`config.mk`:
```
export PLATFORM = sky130hd
export DESIGN_NAME = rr_arbiter16
export DESIGN_NICKNAME = d
export VERILOG_FILES = /design/src/rtl/rr_arbiter16_pkg.sv /design/src/rtl/rr_arbiter16_onehot_dec.sv /design/src/rtl/rr_arbiter16.sv
export SDC_FILE = /design/constraint.sdc
export NUM_CORES = 1
export LEC_CHECK = 0
export ABC_CLOCK_PERIOD_IN_PS = 6100
export BUFFER_PORTS_ARGS = -buffer_cell sky130_fd_sc_hd__buf_2
export CAP_MARGIN = 40
export CORE_ASPECT_RATIO = 1.25
export CORE_MARGIN = 2
export CORE_UTILIZATION = 55
export CTS_CLUSTER_DIAMETER = 50
export DETAILED_ROUTE_END_ITERATION = 10
export PLACE_DENSITY = 0.78
export SLEW_MARGIN = 10
export SYNTH_ARGS = -nofsm -noshare
export SYNTH_HDL_FRONTEND = slang
export SYNTH_HIERARCHICAL = 1
export SYNTH_SLANG_ARGS = --single-unit
export TNS_END_PERCENT = 5
```
`constraint.sdc`:
```
create_clock -name clk -period 6.1 [get_ports clk]
set_input_delay 0.61 -clock clk [delete_from_list [all_inputs] [get_ports clk]]
set_output_delay 0.61 -clock clk [all_outputs]
set_load 0.005 [all_outputs]
```
`src/rtl/rr_arbiter16_pkg.sv`:
```
// Shared definitions for the round-robin arbiter: FSM encodings, default sizing,
// and the hold-counter width helper.
package rr_arbiter16_pkg;

    typedef enum logic [1:0] {
        ST_IDLE  = 2'd0,
        ST_GRANT = 2'd1
    } arb_state_t;

    localparam int DEF_N        = 16;
    localparam int DEF_IDXW     = 4;
    localparam int DEF_MAX_HOLD = 8;

    // Width needed to count up to max_hold; a disabled timeout still keeps one bit.
    function automatic int hold_w(input int max_hold);
        return (max_hold == 0) ? 1 : $clog2(max_hold + 1);
    endfunction

endpackage

```
`src/rtl/rr_arbiter16_onehot_dec.sv`:
```
// Index-to-one-hot decoder with enable; output is all-zero when disabled.
module onehot_dec #(
    parameter int IDXW = 4
) (
    input  logic [IDXW-1:0]    in,
    input  logic               en,
    output logic [2**IDXW-1:0] out
);

    localparam int OW = 2**IDXW;

    always_comb begin
        out = '0;
        if (en) out = OW'(1) << in;
    end

endmodule

```
`src/rtl/rr_arbiter16.sv`:
```
// Round-robin arbiter with grant hold, optional hold timeout and a mandatory
// dead cycle between grants. All outputs come straight from registers or the decoder.
module rr_arbiter16
    import rr_arbiter16_pkg::*;
#(
    parameter int N        = DEF_N,
    parameter int IDXW     = DEF_IDXW,
    parameter int MAX_HOLD = DEF_MAX_HOLD
) (
    input  logic            clk,
    input  logic            rst,
    input  logic [N-1:0]    req,
    output logic [N-1:0]    gnt,
    output logic [IDXW-1:0] gnt_idx,
    output logic            gnt_valid,
    output logic            preempt
);

    localparam int HCW = hold_w(MAX_HOLD);
    localparam logic [HCW-1:0] HOLD_LIM = HCW'(MAX_HOLD);

    arb_state_t      state;
    logic [IDXW-1:0] last_ptr;
    logic [HCW-1:0]  hold_cnt;
    logic [IDXW-1:0] winner;
    logic            any_req;

    // Rotate so the slot after last_ptr sits at bit 0, take the lowest set bit,
    // then add the rotation back; index arithmetic wraps naturally since N = 2**IDXW.
    function automatic logic [IDXW-1:0] rr_pick(input logic [N-1:0] r,
                                                 input logic [IDXW-1:0] lp);
        logic [IDXW-1:0] base;
        logic [N-1:0]    rot;
        logic [IDXW-1:0] k;
        base = lp + IDXW'(1);
        for (int i = 0; i < N; i++) rot[i] = r[base + IDXW'(i)];
        k = '0;
        for (int i = N - 1; i >= 0; i--) begin
            if (rot[i]) k = IDXW'(i);
        end
        return base + k;
    endfunction

    always_comb begin
        any_req = |req;
        winner  = rr_pick(req, last_ptr);
    end

    always_ff @(posedge clk) begin
        if (rst) begin
            state     <= ST_IDLE;
            gnt_idx   <= '0;
            gnt_valid <= 1'b0;
            preempt   <= 1'b0;
            hold_cnt  <= '0;
            last_ptr  <= IDXW'(N - 1);
        end else begin
            preempt <= 1'b0;
            case (state)
                ST_IDLE: begin
                    if (any_req) begin
                        state     <= ST_GRANT;
                        gnt_idx   <= winner;
                        gnt_valid <= 1'b1;
                        last_ptr  <= winner;
                        hold_cnt  <= HCW'(1);
                    end
                end
                ST_GRANT: begin
                    if (!req[gnt_idx]) begin
                        state     <= ST_IDLE;
                        gnt_idx   <= '0;
                        gnt_valid <= 1'b0;
                        hold_cnt  <= '0;
                    end else if (MAX_HOLD != 0 && hold_cnt == HOLD_LIM) begin
                        state     <= ST_IDLE;
                        gnt_idx   <= '0;
                        gnt_valid <= 1'b0;
                        hold_cnt  <= '0;
                        preempt   <= 1'b1;
                    end else if (hold_cnt != {HCW{1'b1}}) begin
                        hold_cnt <= hold_cnt + HCW'(1);
                    end
                end
                default: begin
                    state     <= ST_IDLE;
                    gnt_idx   <= '0;
                    gnt_valid <= 1'b0;
                    hold_cnt  <= '0;
                end
            endcase
        end
    end

    onehot_dec #(.IDXW(IDXW)) u_gnt_dec (
        .in  (gnt_idx),
        .en  (gnt_valid),
        .out (gnt)
    );

endmodule

```
==> results.json <==
{
  "status": "finished, final reports clean",
  "relSlewSlack": 0.5576,
  "netlist_instances": 279,
  "avgViaCountPerCell": 6.590,
  "place.detailed.instances": 362,
  "track_usage": 0.2695,
  "post-cts-setup-buffers": 0,
  "worst_slew_pin_slew_ns": 0.6588,
  "finalCritPeriodShare": 0.8385,
  "fmax_mhz": 195.5,
  "cts_resized": 0,
  "num_io_pins": 40,
  "synth_ff_type": "dfxtp_1",
  "path_class": "reg2reg",
  "grt_pass1_wl_um": 10990,
  "fin_tns_setup_ns": 0,
  "overflow": 0,
  "die_h_um": 79.32,
  "dr.pass1.iters": 5,
  "synth_area_per_cell_um2": 8.947,
  "cts_hold_buf": 0,
  "gp_congestion": 0.9003,
  "h-tree-depth": 1,
  "hpwlAfterDp_um": 4956,
  "multi_input_area_um2": 2077,
  "cts_buffers": 3,
  "fill_cells": 388,
  "clock_skew_ns": 0.001767,
  "cp-start-kind": "register",
  "syn_area_um2": 2496,
  "hold_viol": 0,
  "start_util": 0.5684,
  "drtIter0Drc": 192,
  "synth_edf_count": 0,
  "drt_wl_total_um": 6362,
  "synth.net_count": 305,
  "rsz0062_at_grt": "false",
  "setup_violations": 0,
  "grt_pass1_vias": 2324,
  "crit_fanout": 27,
  "async_reset_ff_frac": 0,
  "antenna_found_initial": 0,
  "fin_crit_ns": 5.115,
  "vias": 2412,
  "core_region_area_um2": 4392,
  "regArea_um2": 280.3,
  "hold_class": "reg2reg",
  "cap_violations": 0,
  "slew_violations": 0,
  "worstPathArrival_ns": 5.24,
  "path_clk_slew_ns": 0.06,
  "cts_max_path_buffers": 2,
  "synthDistinctLibCells": 75,
  "cts-root-buf": "clkbuf_8",
  "wl_per_cell_um": 17.38,
  "finish.net_count": 335,
  "drive_gt1_frac": 0.3182,
  "cts.sinks": 14,
  "port_buffers": 39,
  "required_ns": 6.23,
  "grt_max_degree": 28,
  "endpoint_kind": "register",
  "diodes": 0,
  "dieArea_um2": 5097,
  "clock_latency_ns": 0.25,
  "final_cells": 366,
  "synth_seq_area_share": 0.1123,
  "rows": 27,
  "antenna_left": 0,
  "synth-seq-cells": 14,
  "die_w_um": 64.26,
  "synthToLayoutAreaGrowth_pct": 9.624,
  "synth_warnings": 6,
  "tritoncts": "done",
  "drcViolationCount": 0
}
==> worst paths after layout <==
check                           cells after the start  slack [ns]          end        start
worst min register to register                      2        0.54  hold_cnt[1]  hold_cnt[1]
worst max register to register                     18        0.99  last_ptr[3]  last_ptr[0]
worst min-delay path                                2        0.54  hold_cnt[1]  hold_cnt[1]
worst max-delay path                               18        0.99  last_ptr[3]  last_ptr[0]
==> metrics by stage <==
step	instance area, um^2	hold slack, ns	utilization	setup WS (ns)
after floorplan	2496	0.5035	-	1.739
after global placement	2681	0.5220	0.6105	1.228
after detailed placement	2681	0.5267	0.6105	1.073
after CTS	2736	0.5388	0.6231	1.046
after global routing	2736	0.5525	0.6231	0.5573
final	2736	0.5385	0.6231	0.9853
==> logic make-up after synthesis <==
group,synth area share
adder cells (fa/ha/maj),0.04311
buffers and inverters,0.05564
AND/OR/NAND/NOR,0.2261
AO/OA/AOI/OAI,0.2215
flip-flops,0.1123
multiplexers,0.3043
XOR/XNOR,0.03709
==> sequential cells by signal, indices dropped and copies added (netlist names) <==
name	cells
gnt_idx	4
gnt_valid	1
hold_cnt	4
last_ptr	4
preempt	1
==> layer usage <==
| layer | vias up | track usage | part of all wire |
|---|---|---|---|
| met2 | 110 | 0.4625 | 0.51 |
| met5 | - | 0 | 0 |
| met1 | 1142 | 0.3439 | 0.41 |
| met3 | 15 | 0.03683 | 0.064 |
| met4 | 0 | 0.1000 | 0.017 |
| li1 | 1145 | - | - |
==> placed cells by master, fill, tap and decap left out, types with 5 or more instances in the layout <==
cell | netlist | routed
buf_2 | 6 | 39
nand2_1 | 22 | 22
nor2_1 | 22 | 22
mux4_2 | 21 | 21
a21oi_1 | 18 | 18
mux2i_1 | 14 | 14
dfxtp_1 | 14 | 14
mux2_2 | 11 | 11
inv_1 | 10 | 10
nor2b_1 | 8 | 8
o21ai_0 | 7 | 7
ha_1 | 7 | 7
a211oi_1 | 6 | 6
nor3_1 | 6 | 6
xnor2_1 | 5 | 5
nor4_1 | 5 | 5
nand3_1 | 5 | 5
==> worst max-delay path, stage by stage, from the launching register on <==
cell and delay (ns):
dfxtp_1 0.31, buf_4 0.31, inv_1 0.21, ha_1 0.69, buf_4 0.37, nor3b_1 0.10, o211a_1 0.24, a211oi_1 0.40
mux4_2 0.47, a21o_1 0.19, a31o_1 0.19, a211oi_1 0.23, o31ai_1 0.12, ha_1 0.22, a21o_1 0.16, a21oi_1 0.16
xor2_1 0.29, and4_4 0.26, o31ai_2 0.05
==> cell type report <==
cell class	instances	share of cell area
Inverter	11	0.01509
Sequential cell	14	0.1024
Tap cell	58	0.02652
Clock buffer	4	0.02012
Multi-Input combinational cell	238	0.7590
Timing Repair Buffer	41	0.07682
==> synth_stat cells (all sizes together), types with 5 or more instances <==
| cell | instances | area [um^2] |
|---|---|---|
| mux4 | 21 | 473.0 |
| nand3 | 5 | 25.02 |
| buf | 11 | 78.82 |
| mux2i | 14 | 140.1 |
| o21ai | 9 | 45.04 |
| xnor2 | 5 | 43.79 |
| nor4 | 6 | 52.55 |
| a21oi | 19 | 98.85 |
| clkbuf | 5 | 18.77 |
| dfxtp | 14 | 280.3 |
| mux2 | 13 | 146.4 |
| inv | 11 | 41.29 |
| nor3 | 7 | 40.04 |
| ha | 7 | 87.58 |
| a211oi | 8 | 70.06 |
| nor2b | 8 | 50.05 |
| nand2 | 22 | 82.58 |
| nor2 | 23 | 88.84 |
Power is not shown: default switching activity piles up to over one toggle a cycle in this logic, so the estimate is an artifact.
